===== src/rtl/y86_fetch_unit.sv =====
`default_nettype none
// ============================================================================
// Module   : y86_fetch_unit
// Purpose  : Byte-serial Y86-64 fetch stage with split/align decode and a
//            valid/ready hand-off to decode.
// Revision : 1.0
// ============================================================================
module y86_fetch_unit #(
    parameter int unsigned IMEM_SIZE = 4096
) (
    input  logic        clk_i,
    input  logic        rst_n_i,
    input  logic [63:0] pc_i,
    input  logic        pc_valid_i,
    output logic        pc_ready_o,
    output logic        imem_req_o,
    output logic [63:0] imem_addr_o,
    input  logic        imem_rvalid_i,
    input  logic [7:0]  imem_rdata_i,
    input  logic        imem_err_i,
    output logic        instr_valid_o,
    input  logic        instr_ready_i,
    output logic [3:0]  icode_o,
    output logic [3:0]  ifun_o,
    output logic [3:0]  rA_o,
    output logic [3:0]  rB_o,
    output logic [63:0] valC_o,
    output logic [63:0] valP_o,
    output logic [2:0]  stat_o
);

    typedef enum logic [2:0] {
        S_IDLE  = 3'd0,
        S_BYTE0 = 3'd1,
        S_REGS  = 3'd2,
        S_CONST = 3'd3,
        S_DONE  = 3'd4
    } state_t;

    localparam logic [3:0] I_HALT   = 4'h0;
    localparam logic [3:0] I_NOP    = 4'h1;
    localparam logic [3:0] I_RRMOVQ = 4'h2;
    localparam logic [3:0] I_IRMOVQ = 4'h3;
    localparam logic [3:0] I_RMMOVQ = 4'h4;
    localparam logic [3:0] I_MRMOVQ = 4'h5;
    localparam logic [3:0] I_OPQ    = 4'h6;
    localparam logic [3:0] I_JXX    = 4'h7;
    localparam logic [3:0] I_CALL   = 4'h8;
    localparam logic [3:0] I_RET    = 4'h9;
    localparam logic [3:0] I_POPQ   = 4'hB;

    localparam logic [2:0] STAT_AOK = 3'd1;
    localparam logic [2:0] STAT_HLT = 3'd2;
    localparam logic [2:0] STAT_ADR = 3'd3;
    localparam logic [2:0] STAT_INS = 4'd4;

    state_t      state_q, state_d;
    logic [63:0] pc_q, pc_d;
    logic [3:0]  k_q, k_d;
    logic [2:0]  cnt_q, cnt_d;
    logic [3:0]  icode_q, icode_d;
    logic [3:0]  ifun_q, ifun_d;
    logic [3:0]  ra_q, ra_d;
    logic [3:0]  rb_q, rb_d;
    logic [63:0] valc_q, valc_d;
    logic [63:0] valp_q, valp_d;
    logic [2:0]  stat_q, stat_d;

    logic [64:0] w_addr_ext;
    logic [63:0] w_addr;
    logic [63:0] w_next;
    logic        w_addr_bad;
    logic        w_fetch;
    logic        w_start;
    logic [3:0]  w_hi;
    logic [3:0]  w_lo;

    function automatic logic ifun_legal(input logic [3:0] ic, input logic [3:0] fn);
        case (ic)
            I_OPQ:           return fn <= 4'd3;
            I_JXX, I_RRMOVQ: return fn <= 4'd6;
            default:         return fn == 4'd0;
        endcase
    endfunction

    // Carry out of the 65-bit sum flags a wrapped address as illegal.
    assign w_addr_ext = {1'b0, pc_q} + {61'd0, k_q};
    assign w_addr     = w_addr_ext[63:0];
    assign w_next     = w_addr + 64'd1;
    assign w_addr_bad = w_addr_ext[64] | (w_addr >= 64'(IMEM_SIZE));
    assign w_fetch    = (state_q == S_BYTE0) || (state_q == S_REGS) || (state_q == S_CONST);
    assign w_hi       = imem_rdata_i[7:4];
    assign w_lo       = imem_rdata_i[3:0];

    assign imem_req_o    = w_fetch & ~w_addr_bad;
    assign imem_addr_o   = w_fetch ? w_addr : 64'd0;
    assign pc_ready_o    = (state_q == S_IDLE) || ((state_q == S_DONE) && instr_ready_i);
    assign instr_valid_o = (state_q == S_DONE);
    assign icode_o       = icode_q;
    assign ifun_o        = ifun_q;
    assign rA_o          = ra_q;
    assign rB_o          = rb_q;
    assign valC_o        = valc_q;
    assign valP_o        = valp_q;
    assign stat_o        = stat_q;

    always_comb begin
        state_d = state_q;
        pc_d    = pc_q;
        k_d     = k_q;
        cnt_d   = cnt_q;
        icode_d = icode_q;
        ifun_d  = ifun_q;
        ra_d    = ra_q;
        rb_d    = rb_q;
        valc_d  = valc_q;
        valp_d  = valp_q;
        stat_d  = stat_q;
        w_start = 1'b0;

        case (state_q)
            S_IDLE: w_start = pc_valid_i;
            S_DONE: begin
                if (instr_ready_i) begin
                    state_d = S_IDLE;
                    w_start = pc_valid_i;
                end
            end
            S_BYTE0, S_REGS, S_CONST: begin
                if (w_addr_bad) begin
                    stat_d  = STAT_ADR;
                    valp_d  = w_addr;
                    state_d = S_DONE;
                end else if (imem_rvalid_i) begin
                    k_d = k_q + 4'd1;
                    if (imem_err_i) begin
                        stat_d  = STAT_ADR;
                        valp_d  = w_addr;
                        state_d = S_DONE;
                    end else if (state_q == S_BYTE0) begin
                        icode_d = w_hi;
                        ifun_d  = w_lo;
                        if ((w_hi > I_POPQ) || !ifun_legal(w_hi, w_lo)) begin
                            stat_d  = STAT_INS;
                            valp_d  = w_next;
                            state_d = S_DONE;
                        end else begin
                            case (w_hi)
                                I_HALT: begin
                                    stat_d  = STAT_HLT;
                                    valp_d  = w_next;
                                    state_d = S_DONE;
                                end
                                I_NOP, I_RET: begin
                                    valp_d  = w_next;
                                    state_d = S_DONE;
                                end
                                I_JXX, I_CALL: state_d = S_CONST;
                                default:       state_d = S_REGS;
                            endcase
                        end
                    end else if (state_q == S_REGS) begin
                        ra_d = w_hi;
                        rb_d = w_lo;
                        if (icode_q inside {I_IRMOVQ, I_RMMOVQ, I_MRMOVQ}) begin
                            state_d = S_CONST;
                        end else begin
                            valp_d  = w_next;
                            state_d = S_DONE;
                        end
                    end else begin
                        valc_d[{cnt_q, 3'b000} +: 8] = imem_rdata_i;
                        cnt_d = cnt_q + 3'd1;
                        if (cnt_q == 3'd7) begin
                            valp_d  = w_next;
                            state_d = S_DONE;
                        end
                    end
                end
            end
            default: state_d = S_IDLE;
        endcase

        // A new pc can land in the DONE handshake cycle, skipping IDLE.
        if (w_start) begin
            state_d = S_BYTE0;
            pc_d    = pc_i;
            k_d     = 4'd0;
            cnt_d   = 3'd0;
            icode_d = 4'h0;
            ifun_d  = 4'h0;
            ra_d    = 4'hF;
            rb_d    = 4'hF;
            valc_d  = 64'd0;
            valp_d  = 64'd0;
            stat_d  = STAT_AOK;
        end
    end

    always_ff @(posedge clk_i or negedge rst_n_i) begin
        if (!rst_n_i) begin
            state_q <= S_IDLE;
            pc_q    <= 64'd0;
            k_q     <= 4'd0;
            cnt_q   <= 3'd0;
            icode_q <= 4'h0;
            ifun_q  <= 4'h0;
            ra_q    <= 4'hF;
            rb_q    <= 4'hF;
            valc_q  <= 64'd0;
            valp_q  <= 64'd0;
            stat_q  <= 3'd0;
        end else begin
            state_q <= state_d;
            pc_q    <= pc_d;
            k_q     <= k_d;
            cnt_q   <= cnt_d;
            icode_q <= icode_d;
            ifun_q  <= ifun_d;
            ra_q    <= ra_d;
            rb_q    <= rb_d;
            valc_q  <= valc_d;
            valp_q  <= valp_d;
            stat_q  <= stat_d;
        end
    end

endmodule
`default_nettype wire


===== config.mk =====
export PLATFORM = sky130hd
export DESIGN_NAME = y86_fetch_unit
export DESIGN_NICKNAME = d
export VERILOG_FILES = /design/src/rtl/y86_fetch_unit.sv
export SDC_FILE = /design/constraint.sdc
export NUM_CORES = 1
export LEC_CHECK = 0
export BUFFER_PORTS_ARGS = -buffer_cell sky130_fd_sc_hd__buf_2
export CAP_MARGIN = 15
export CORE_MARGIN = 2
export CORE_UTILIZATION = 50
export DETAILED_ROUTE_END_ITERATION = 7
export PLACE_DENSITY = 0.77
export REMOVE_ABC_BUFFERS = 1
export SYNTH_ARGS = -nofsm -noshare
export SYNTH_HDL_FRONTEND = slang
export SYNTH_SLANG_ARGS = --single-unit

===== constraint.sdc =====
create_clock -name clk_i -period 9.8 [get_ports clk_i]
set_input_delay 0 -clock clk_i [delete_from_list [all_inputs] [get_ports clk_i]]
set_output_delay 0 -clock clk_i [all_outputs]
set_load 0.02 [all_outputs]

==> flow_metrics.tcl <==
set metrics [dict create \
    tightest_slew_ns 1.20 \
    path_max_fanout 53 \
    cp_data_required_time_ns 10.26 \
    rr_worst_depth 14 \
    cell_internal_pwr_mw 2.31 \
    gp_congestion 0.942 \
    antenna_found_initial 0 \
    start_util_pct 50.9 \
    via_count 13200 \
    first_iter_violations 1500 \
    antenna_left 0 \
    synth_fa_ha_area_share_pct 1.32 \
    synth_top_area_share_pct 41.4 \
    slowest_delay_ns 0.90 \
    clkPwrFrac_pct 24.2 \
    slowest_stage "and2_2" \
    final_nets 1880 \
    fillerInstances 2110 \
    grt_pass1_vias 12500 \
    ys_top_cells_by_count "nand2_1 (276), dfrtp_1 (213), nor2_1 (105), nand3_1 (94), nand4_1 (84)" \
    overflow 0 \
    fmax_mhz 168 \
    fp.dieArea_um2 27000 \
    clkLatencyLatePin_ns 0.55 \
    synthFlopType "dfrtp_1" \
    cts_tree "yes" \
    synth_xor_area_share_pct 3.61 \
    status "finished, final reports clean" \
    wirelength_mm 45.5 \
    p_sw_share_pct 44.5 \
    seqPwrFrac_pct 35.8 \
    rows 58 \
    endpoint_kind "flop" \
    crit_chain "ha_1 > inv_1 > fa_1 > nor2b_1 > o31a_1 > nand4_2 > xnor2_1 > nand4_1 > nor4_1 > nand4b_2 > o41ai_4 > buf_4 > and2_2 > a21o_1" \
    min_period_ns 5.94 \
    postCtsSetupBuffers 0 \
    r2r-start "k_q[0]$_DFFE_PN0P_" \
    rrSetupSlack_ns 3.86 \
    hp-class "input port to asynchronous set/reset pin" \
    utilization_pct 63.5 \
    synth_top_area_cell "dfrtp_1" \
    numCtsBuffers 26 \
    switchingPower_mw 1.86 \
    synth.lib_cells_used.distinct 82 \
    critPathKind "flop to flop" \
    synthSimpleGateAreaFrac_pct 30.1 \
    async_flop_share_pct 100 \
    dpl.hpwl_mm 31.9 \
    layout-drive-gt1-share_pct 21.6 \
    cts_buffer_depth 3 \
    wl_per_cell_um 21.3 \
    die_w_um 164 \
    ys_seq_area_share_pct 43.1 \
    cts_htree_levels 1 \
    synth_area_per_cell_um2 8.63 \
    synth-seq-cells 221 \
    die_h_um 164 \
    synth_compound_area_share_pct 16.6 \
    via_per_inst 6.17 \
    power_density_nw_per_um2 260 \
    r2r_end "valP_o[37]$_DFFE_PN0P_" \
    drv_cap 0 \
    slew_headroom_pct 19.7 \
    synth.cell_area_um2 12900 \
    path_clk_slew_ns 0.06 \
    tns_ns 0 \
    comb_power_share_pct 40.0 \
    grt.total_usage_pct 32.9 \
    synth_warnings 0 \
    startpoint_type "flop" \
    syn_to_final_growth_pct 24.6 \
    pre_cts_slack_ns 4.02 \
    clock_sink_count 221 \
    fin_skew_ns 0.0267 \
    hold_viol_final 0 \
    slew_violations 0 \
    setup_ws_ns 3.86 \
    firstDrtPassIters 8 \
    core_area_um2 25300 \
    fin_total_pwr_mw 4.17 \
    io_pins 292 \
    synthCells 1491 \
    ir_worst_vdd_uv 238 \
    synth_most_common_cell "nand2_1" \
    rsz0062_at_grt "no" \
    synth_edf_count 0 \
    synth_top_family_by_area "simple AND/OR/NAND/NOR gates" \
    setup_viol 0 \
    synth_mux_area_share_pct 0.554 \
    io_buffers 291 \
    power_leakage_nw 7.79 \
    worstPathArrival_ns 6.40 \
    period_share_pct 60.6 \
    ys_top_cells_by_area "dfrtp_1 (41%), nand2_1 (8.1%), nand4_1 (4.1%)" \
    grt_pass1_wl_mm 70.2 \
    grt_start_max_net_pins 95 \
    antenna_cells 0 \
    drc 0 \
    cts_root_buf "clkbuf_16" \
]
-- power groups by stage --
stage	Sequential, mW	Clock, mW	Combinational (mW)
after floorplan	1.53	0	0.932
after global placement	1.48	0	1.60
after detailed placement	1.50	0	1.61
after CTS	1.48	1.01	1.65
after global routing	1.53	1.05	1.81
final	1.50	1.01	1.67
-- layer usage --
| layer | share of wire, % | vias to the layer above | track usage, % |
|---|---|---|---|
| li1 | - | 6006 | - |
| met1 | 43 | 6345 | 48.3 |
| met2 | 45 | 713 | 50.5 |
| met3 | 8.7 | 93 | 5.68 |
| met4 | 2.7 | 0 | 8.97 |
| met5 | 0 | - | 0 |
-- critical path, delay by kind of cell (launching register included) --
kind | cells | cell delay, ns
buffers and inverters | 2 | 0.36
XOR/XNOR | 1 | 0.39
adder cells (fa/ha/maj) | 2 | 0.64
AO/OA/AOI/OAI | 3 | 1.22
AND/OR/NAND/NOR | 6 | 2.70
flip-flops | 1 | 0.42
-- repair_timing --
action                     4_1_cts  5_1_grt
hold buffers                    77        0
resized for setup                0        0
setup endpoints to repair        0        0
hold endpoints to repair       225        0
-- registers in the layout, summed over array words and instances, names as in the netlist --
| register | cells |
|---|---|
| cnt_q | 3 |
| stat_o | 3 |
| ifun_o | 4 |
| valC_o | 64 |
| rA_o | 4 |
| pc_q | 64 |
| valP_o | 64 |
| state_q | 3 |
| icode_o | 4 |
| rB_o | 4 |
| k_q | 4 |
-- metrics by stage --
stage               cells  hold WS (ns)  area [um2]
finish               2134        0.0434       16000
global route         2134        0.0916       16000
CTS                  2134        0.0753       16000
detailed placement   2014        0.0363       14400
global placement     2014        0.0183       14400
floorplan            1376        -0.296       12400
-- worst max path at each step --
stage / start / endpoint / slack (ns)
6_report: k_q[0]$_DFFE_PN0P_ / valP_o[37]$_DFFE_PN0P_ / 3.86
5_1_grt: k_q[0]$_DFFE_PN0P_ / valP_o[1]$_DFFE_PN0P_ / 3.53
4_1_cts: k_q[0]$_DFFE_PN0P_ / valP_o[1]$_DFFE_PN0P_ / 4.00
3_5_place_dp: k_q[0]$_DFFE_PN0P_ / valP_o[1]$_DFFE_PN0P_ / 4.02
3_3_place_gp: k_q[0]$_DFFE_PN0P_ / valP_o[1]$_DFFE_PN0P_ / 4.19
2_1_floorplan: k_q[0]$_DFFE_PN0P_ / valP_o[1]$_DFFE_PN0P_ / 4.43
-- cell type report --
| type | count | area (um2) | area share [%] |
|---|---|---|---|
| well taps | 330 | 413 | 2.58 |
| multi-input cells | 1129 | 6730 | 42.0 |
| clock buffers | 33 | 717 | 4.47 |
| flip-flops and latches | 221 | 5540 | 34.6 |
| repair buffers | 385 | 2360 | 14.8 |
| clock inverters | 10 | 161 | 1.01 |
| inverters | 26 | 97.6 | 0.609 |
-- placed cells by master, fill, tap and decap left out, types with 28 or more instances in the layout --
master	Yosys	layout
o21ai_0	66	66
nand2_1	276	275
nor3_1	29	29
a21oi_1	34	34
buf_2	26	290
dlygate4sd3_1	0	77
dfrtp_1	213	213
nor2_1	105	105
a21o_1	55	55
nand4_1	84	84
nor4_1	35	34
nand3_1	94	94
xor2_1	28	28
-- cells by family after synthesis --
family,after synthesis
multiplexers,7
XOR/XNOR,53
adder cells (fa/ha/maj),13
flip-flops,221
AND/OR/NAND/NOR,756
AO/OA/AOI/OAI,300
buffers and inverters,141
Power figures use the tool's default switching activity.
